--- config.mk ---
export PLATFORM = sky130hd
export DESIGN_NAME = mult_scheduler
export DESIGN_NICKNAME = d
export VERILOG_FILES = /design/src/rtl/mult_sched_pkg.sv /design/src/rtl/rr_arbiter2.sv /design/src/rtl/mult_scheduler.sv
export SDC_FILE = /design/constraint.sdc
export NUM_CORES = 1
export LEC_CHECK = 0
export ABC_AREA = 1
export BUFFER_PORTS_ARGS = -buffer_cell sky130_fd_sc_hd__buf_4
export CAP_MARGIN = 20
export CELL_PAD_IN_SITES_DETAIL_PLACEMENT = 1
export CELL_PAD_IN_SITES_GLOBAL_PLACEMENT = 2
export CORE_UTILIZATION = 20
export DETAILED_ROUTE_END_ITERATION = 12
export PLACE_DENSITY = 0.77
export SLEW_MARGIN = 5
export SYNTH_ARGS = -nofsm -noshare
export SYNTH_HDL_FRONTEND = slang
export SYNTH_SLANG_ARGS = --single-unit
--- constraint.sdc ---
create_clock -name Clk -period 1.1 [get_ports Clk]
set_input_delay 0 -clock Clk [delete_from_list [all_inputs] [get_ports Clk]]
set_output_delay 0 -clock Clk [all_outputs]
set_load 0.05 [all_outputs]
--- src/rtl/mult_sched_pkg.sv ---
// Shared types and constants for the add-shift multiplier scheduler.
package mult_sched_pkg;

    localparam int WIDTH_DEFAULT = 8;
    localparam int CNT_W         = $clog2(WIDTH_DEFAULT);

    typedef enum logic [2:0] {
        ST_IDLE,
        ST_LOAD,
        ST_ADD,
        ST_SHIFT,
        ST_DONE
    } state_t;

    typedef logic req_idx_t;

endpackage

--- src/rtl/rr_arbiter2.sv ---
// Two-way round-robin arbiter; favours the requester not served last.
module rr_arbiter2
    import mult_sched_pkg::*;
(
    input  logic       clk,
    input  logic       rst,
    input  logic [1:0] req,
    input  logic       advance,
    input  req_idx_t   served,
    output logic [1:0] grant,
    output req_idx_t   winner
);

    req_idx_t last_q;

    always_ff @(posedge clk) begin
        if (rst) begin
            last_q <= 1'b1;
        end else if (advance) begin
            last_q <= served;
        end
    end

    always_comb begin
        winner = 1'b0;
        grant  = 2'b00;
        case (req)
            2'b01:   winner = 1'b0;
            2'b10:   winner = 1'b1;
            2'b11:   winner = ~last_q;
            default: winner = 1'b0;
        endcase
        if (req != 2'b00) begin
            grant = winner ? 2'b10 : 2'b01;
        end
    end

endmodule

--- src/rtl/mult_scheduler.sv ---
// Sequences one full signed add-shift multiply per grant on a shared datapath.
module mult_scheduler
    import mult_sched_pkg::*;
#(
    parameter int WIDTH = WIDTH_DEFAULT
) (
    input  logic                        Clk,
    input  logic                        Reset,
    input  logic [1:0]                  Req,
    input  logic signed [WIDTH-1:0]     Mcand0,
    input  logic signed [WIDTH-1:0]     Mcand1,
    input  logic signed [WIDTH-1:0]     Mplier0,
    input  logic signed [WIDTH-1:0]     Mplier1,
    output logic [1:0]                  Grant,
    output logic [1:0]                  Done,
    output logic signed [2*WIDTH-1:0]   Product,
    output logic                        Busy,
    output logic                        LoadB,
    output logic                        ClearA,
    output logic                        Add,
    output logic                        Sub,
    output logic                        Shift,
    output logic signed [WIDTH-1:0]     Din,
    input  logic                        M,
    input  logic [WIDTH-1:0]            Aval,
    input  logic [WIDTH-1:0]            Bval
);

    localparam logic [CNT_W-1:0] LAST_K = CNT_W'(WIDTH - 1);

    state_t                    state_q, state_d;
    logic [CNT_W-1:0]          k_q;
    req_idx_t                  winner_q;
    logic signed [WIDTH-1:0]   mcand_q;
    logic signed [2*WIDTH-1:0] product_q;
    logic [1:0]                arb_grant;
    req_idx_t                  arb_winner;
    logic                      advance;
    logic [1:0]                winner_onehot;

    rr_arbiter2 u_arb (
        .clk     (Clk),
        .rst     (Reset),
        .req     (Req),
        .advance (advance),
        .served  (winner_q),
        .grant   (arb_grant),
        .winner  (arb_winner)
    );

    always_ff @(posedge Clk) begin
        if (Reset) begin
            state_q   <= ST_IDLE;
            k_q       <= '0;
            winner_q  <= 1'b0;
            product_q <= '0;
        end else begin
            state_q <= state_d;
            if (state_q == ST_IDLE && arb_grant != 2'b00) begin
                winner_q <= arb_winner;
            end
            if (state_q == ST_LOAD) begin
                k_q <= '0;
            end else if (state_q == ST_SHIFT && k_q != LAST_K) begin
                k_q <= k_q + 1'b1;
            end
            if (state_q == ST_DONE) begin
                product_q <= {Aval, Bval};
            end
        end
    end

    // Multiplicand is held locally so requesters may change it once LOAD is over.
    always_ff @(posedge Clk) begin
        if (state_q == ST_LOAD) begin
            mcand_q <= winner_q ? Mcand1 : Mcand0;
        end
    end

    always_comb begin
        state_d = state_q;
        LoadB   = 1'b0;
        ClearA  = 1'b0;
        Add     = 1'b0;
        Sub     = 1'b0;
        Shift   = 1'b0;
        Din     = '0;
        advance = 1'b0;
        case (state_q)
            ST_IDLE: begin
                if (arb_grant != 2'b00) state_d = ST_LOAD;
            end
            ST_LOAD: begin
                Din     = winner_q ? Mplier1 : Mplier0;
                LoadB   = 1'b1;
                ClearA  = 1'b1;
                state_d = ST_ADD;
            end
            ST_ADD: begin
                // The final step subtracts: the multiplier's MSB carries negative weight.
                Din = mcand_q;
                if (M) begin
                    if (k_q == LAST_K) Sub = 1'b1;
                    else               Add = 1'b1;
                end
                state_d = ST_SHIFT;
            end
            ST_SHIFT: begin
                Shift   = 1'b1;
                state_d = (k_q == LAST_K) ? ST_DONE : ST_ADD;
            end
            ST_DONE: begin
                advance = 1'b1;
                state_d = ST_IDLE;
            end
            default: state_d = ST_IDLE;
        endcase
    end

    assign winner_onehot = winner_q ? 2'b10 : 2'b01;
    assign Busy          = (state_q != ST_IDLE);
    assign Grant         = Busy ? winner_onehot : 2'b00;
    assign Done          = (state_q == ST_DONE) ? winner_onehot : 2'b00;
    assign Product       = (state_q == ST_DONE) ? $signed({Aval, Bval}) : product_q;

endmodule

==> results of run 1 <==
[registers in the layout, summed over array words and instances, names as in the netlist]
register      cells
k_q               3
winner_q          1
u_arb.last_q      1
state_q           3
product_q        16
mcand_q           8
[area by class of cell]
cell class              instances  area (um^2)  area share [%]
diodes                          1        2.502         0.06570
clock buffers                   7        76.32           2.004
clock inverters                 1        5.005          0.1314
inverters                      54        231.5           6.078
multi-input cells             160         1209           31.73
flip-flops and latches         32        733.2           19.25
well taps                     102        127.6           3.351
repair buffers                147         1413           37.09
repair inverters                1        11.26          0.2957
[critical path, cell delays in order, from the launching register on]
cell	delay (ns)
dfxtp_4	0.36
nand3b_1	0.20
bufinv_8	0.30
nand2_4	0.07
o21ai_4	0.06
buf_6	0.17
[metal layers]
layer	GRT usage, %	up-vias
met2	32.66	68
met3	4.309	10
met5	0	-
met4	5.256	0
li1	-	1051
met1	18.04	991
[stage by stage]
step                      power (mW)  std cells
after floorplan                1.886        252
after global placement         2.224        446
after detailed placement       2.240        446
after CTS                      3.464        503
after global routing           3.670        505
final                          3.513        505
[synthesized netlist by cell type]
cell | n | share of area [%]
nor2_1 | 26 | 5.9
clkbuf_1 | 3 | 0.68
buf_6 | 2 | 1.4
nor2_4 | 2 | 1.4
nand2_1 | 85 | 19
nor3_1 | 3 | 0.90
buf_4 | 1 | 0.45
clkinv_1 | 1 | 0.22
inv_1 | 51 | 11
a21oi_1 | 3 | 0.90
edfxtp_1 | 8 | 14
nand2_4 | 1 | 0.68
dfxtp_1 | 24 | 29
ha_1 | 2 | 1.5
nand3_1 | 6 | 1.8
nand3b_1 | 3 | 1.4
buf_2 | 4 | 1.2
o21ai_1 | 16 | 4.8
o21ai_0 | 9 | 2.7
inv_2 | 2 | 0.45
[worst paths after layout]
check                                   from           end
worst max register to register    state_q[1]  product_q[1]
worst min-delay path                  Req[0]      winner_q
worst min register to register  u_arb.last_q  u_arb.last_q
worst max-delay path              state_q[1]        Din[3]
[where the power goes]
group | total [mW] | switching, mW | internal (mW) | leakage [nW]
combinational | 1.33 | 0.719 | 0.607 | 1.58
clock | 0.906 | 0.461 | 0.444 | 0.0422
sequential | 1.28 | 0.0253 | 1.25 | 0.272
[what timing repair did]
item / in CTS / in global routing
gates resized for setup: 94 / 30
hold endpoints to repair: 24 / 0
setup buffers: 12 / 1
cloned: 5 / 0
hold buffers: 32 / 0
pin swaps: 11 / 9
setup endpoints to repair: 62 / 65
[cells by family (layout without fill, tap and decap cells)]
group	after synthesis	count (layout)
compound gates	28	28
simple gates	126	130
flops	32	32
other cells	0	1
fa+ha+maj	2	2
buf+inv	64	210
[placed cells by master, fill, tap and decap left out, types with 6 or more instances in the layout]
master | synthesis | final
buf_4 | 1 | 71
buf_6 | 2 | 31
buf_8 | 0 | 10
nand2_4 | 1 | 12
nor2_1 | 26 | 21
nand2_2 | 0 | 13
dfxtp_1 | 24 | 18
inv_1 | 51 | 35
o21ai_2 | 0 | 6
dlygate4sd3_1 | 0 | 32
o21ai_4 | 0 | 18
edfxtp_1 | 8 | 8
nand2_1 | 85 | 61
inv_2 | 2 | 13
==> impl_metrics.yaml, run 1 <==
layout:
  final_layout_size_suffix_gt1_share_pct: 53.48
  fillers: 913
  num-nets-final: 456
  fin_util_pct: 48.29
  fin_area_um2: 3809
  areaGrowthSynthToFinish_pct: 128.4
grt:
  track_usage_pct: 17.04
  grt_start_max_net_pins: 13
  grt_pass1_vias: 2293
  antenna_found_initial: 1
  grt_pass1_wl_um: 11230
  grt-ovfl-total: 0
hold_path:
  holdCritPathClass: "in2reg"
  holdPathStages: 4
placed_design:
  numPortBuffers: 86
  gp_congestion: 0.7375
  place_area_um2: 2720
  pre_cts_ws_ns: -0.1291
  place_hpwl_um: 3868
critical_path:
  rrSetupSlack_ns: -0.18
  reg2reg_depth: 8
  arrival_ns: 1.44
  cp-end-kind: "output port"
  critPathLaunchType: "flop"
  cp_max_fo: 8
  cp_data_required_time_ns: 1.10
  path_class: "reg2out"
yosys:
  synth_warnings: 0
  yosys-mux-area-fraction_pct: 0
  synth-simple-area-share_pct: 31.06
  syn_inst: 252
  syn-num-nets: 307
  netlist_area_um2: 1668
  synthAdderAreaFrac_pct: 1.500
  syn_avg_cell_area_um2: 6.618
  synth.distinct_cells: 20
  synth_top_family_by_area: "simple AND/OR/NAND/NOR gates"
  synth_compound_area_share_pct: 8.402
  ys_ff_latch: 32
  ys_seq_area_share_pct: 43.21
  synthXorXnorAreaFrac_pct: 0
floorplan:
  die_x_um: 93.32
  die-area_um2: 8709
  io_pins: 87
  rows: 32
  die_h_um: 93.32
  initial_core_util_pct: 21.15
  coreArea_um2: 7888
route:
  vias: 2120
  top_layer_used: "met4"
  wl_per_cell_um: 14.30
  m1WireLength_um: 2797
  drtPass1Iterations: 4
  wl_um: 7219
  met2_length_um: 3940
  detail-route-antenna-nets: 0
  drt_iter0_markers: 36
  via_per_inst: 4.198
  wl_met3_um: 349
  drc: 0
sta:
  fmax_mhz: 693.9
  relSlewSlack_pct: 88.16
  finalClockSkew_ns: 0.007282
  worst_pin_slew_ns: 0.1773
  rsz0062_at_grt: "true"
  setup_viol: 54
  min_period_ns: 1.441
  fin_hold_ws_ns: 0.03456
  tns_ns: -11.60
  slew_violations: 0
  finalWorstSetupSlack_ns: -0.3411
  min_period_over_period_pct: 131.0
  hold_viol: 0
clocking:
  clock-sinks: 32
  cts_buffers: 5
  clockRootBuffer: "clkbuf_8"
  ctsLongestPathBuffers: 2
  cts_tree: "built"
  htree_levels: 2
  clk_latency_ns: 0.29
  clk_pin_slew_ns: 0.07
status:
  violations: "setup timing"
  outcome: "finished, violations left"
flow_run:
  maxCapViolations: 0
power_and_ir_drop:
  pwr_density_cell_nw_per_um2: 922.3
  p_leak_nw: 1.890
  ir_drop_v: 0.0004751
Note: power is estimated with default switching activity, not from simulation.
==> inputs of run 2 (changes only) <==
--- a/config.mk
+++ b/config.mk
@@ -9,8 +9,8 @@
 export BUFFER_PORTS_ARGS = -buffer_cell sky130_fd_sc_hd__buf_4
 export CAP_MARGIN = 20
 export CELL_PAD_IN_SITES_DETAIL_PLACEMENT = 1
-export CELL_PAD_IN_SITES_GLOBAL_PLACEMENT = 2
-export CORE_UTILIZATION = 20
+export CELL_PAD_IN_SITES_GLOBAL_PLACEMENT = 1
+export CORE_UTILIZATION = 27
 export DETAILED_ROUTE_END_ITERATION = 12
 export PLACE_DENSITY = 0.77
 export SLEW_MARGIN = 5
==> impl_metrics.yaml, run 2 (synthesis results as in run 1) <==
layout:
  largest_reg_flops: 16
  final_layout_size_suffix_gt1_share_pct: 57.71
  fin_area_um2: 3980
  final_common_cell: "buf_4"
  layout_common_cells: "69 x buf_4, 56 x nand2_1, 32 x inv_1, 26 x dlygate4sd3_1, 26 x buf_6"
  top_regs: "product_q (16), mcand_q (8)"
  fillers: 644
  regArea_um2: 734.5
  diodes: 0
  fin_cells: 477
  num-nets-final: 456
  fin_util_pct: 66.83
  multi_input_area_um2: 1346
  top_register: "product_q"
  areaGrowthSynthToFinish_pct: 138.6
clocking:
  cts_tree: "built"
  clockRootBuffer: "clkbuf_8"
  ctsLongestPathBuffers: 2
  cts_buffers: 5
  htree_levels: 2
  clk_pin_slew_ns: 0.07
  clock-sinks: 32
  clk_latency_ns: 0.30
floorplan:
  die_x_um: 80.60
  die_h_um: 80.60
  initial_core_util_pct: 28.00
  die-area_um2: 6496
  coreArea_um2: 5956
  io_pins: 87
  rows: 28
critical_path:
  cpMaxStageDelayCell: "dfxtp_4"
  cp_data_required_time_ns: 1.10
  cp-end-kind: "output port"
  max_stage_delay_ns: 0.37
  cp_max_fo: 8
  path_class: "reg2out"
  path_cells: "nor2_4, buf_12, nand2_8, nand2_2, o21ai_4, inv_2, buf_8"
  cpLargestDelayFamily: "buffers and inverters"
  critPathLaunchType: "flop"
  arrival_ns: 1.52
  timing.critical_path.buf_inv: 3
hold_path:
  holdCritPathClass: "in2reg"
sta:
  rsz0062_at_grt: "true"
  tns_ns: -17.57
  relSlewSlack_pct: 77.31
  slew_violations: 0
  fmax_mhz: 658.2
  finalClockSkew_ns: 0.006873
  finalWorstSetupSlack_ns: -0.4194
  min_period_over_period_pct: 138.1
  min_period_ns: 1.519
  setup_viol: 66
  hold_viol: 1
  worst_pin_slew_ns: 0.3403
  fin_hold_ws_ns: -0.0009592
status:
  outcome: "finished, violations left"
  violations: "hold timing, setup timing"
placed_design:
  numPortBuffers: 86
  place_hpwl_um: 3766
  place_area_um2: 2674
  gp_congestion: 0.6903
  dp.cells: 419
  pre_cts_ws_ns: -0.1097
grt:
  antenna_found_initial: 0
  grt_pass1_wl_um: 11370
  grt_pass1_vias: 2293
  grt-ovfl-total: 0
  track_usage_pct: 23.81
  grt_start_max_net_pins: 21
power_and_ir_drop:
  seq_power_share_pct: 34.2
  combPwrFrac_pct: 39.2
  intPower_mw: 2.434
  swShare_pct: 35.54
  clockPowerShare_pct: 26.6
  pwr_density_cell_nw_per_um2: 948.8
  power_mw: 3.776
  p_leak_nw: 1.938
  ir_drop_v: 0.0009459
  p_switching_mw: 1.342
route:
  drt_iter0_markers: 83
  vias: 2285
  wl_um: 9922
  drc: 0
  via_per_inst: 4.790
  detail-route-antenna-nets: 0
  wl_per_cell_um: 20.80
  drtPass1Iterations: 4
flow_run:
  maxCapViolations: 0
run 2: cell count changes in the layout (fill, tap and decap cells not counted), sizes merged:
cell / delta
nand2: +1
clkinv: -1
buf: +6
clkbuf: +1
diode: -1
inv: -1
dlygate4sd3: -6
run 2: area by class of cell:
type | instances | share of cell area [%]
repair buffers | 147 | 37.35
multi-input cells | 161 | 33.83
flip-flops and latches | 32 | 18.45
inverters | 54 | 5.753
well taps | 75 | 2.358
clock buffers | 8 | 2.263
run 2: worst paths after layout:
check / startpoint / end / slack [ns] / depth (start not counted)
worst min register to register: u_arb.last_q / u_arb.last_q / 0.52 / 2
worst min-delay path: Mcand1[5] / mcand_q[5] / -0.001 / 3
worst max-delay path: state_q[0] / Product[5] / -0.42 / 7
worst max register to register: state_q[1] / mcand_q[1] / -0.38 / 5
run 2: worst register-to-register path: stages (launching register included):
cell	delay, ns
dfxtp_4	0.38
nand3b_1	0.20
bufinv_8	0.23
buf_8	0.13
buf_4	0.14
buf_6	0.12
run 2: power groups by stage:
stage / registers (mW) / clock network, mW / logic, mW
final: 1.29 / 1.00 / 1.48
after global placement: 1.30 / 0 / 0.912
after detailed placement: 1.31 / 0 / 0.931
after floorplan: 1.30 / 0 / 0.584
after CTS: 1.28 / 0.970 / 1.29
after global routing: 1.29 / 1.06 / 1.54
run 2: metal layers:
layer | GRT usage [%] | vias to the layer above | wire length, um | share of wire, %
met4 | 6.786 | 0 | 461 | 4.6
li1 | - | 1052 | - | -
met1 | 23.60 | 1088 | 3403 | 34
met2 | 47.63 | 105 | 5471 | 55
met5 | 0 | - | 0 | 0
met3 | 6.023 | 40 | 585 | 5.9
run 2: what timing repair did:
| action | 4_1_cts | 5_1_grt |
|---|---|---|
| setup buffers | 14 | 8 |
| gates resized for setup | 99 | 73 |
| endpoints found under the hold margin | 21 | 0 |
| cloned | 2 | 3 |
| setup endpoints to repair | 61 | 65 |
| pin swaps | 7 | 11 |
| hold buffers | 26 | 0 |
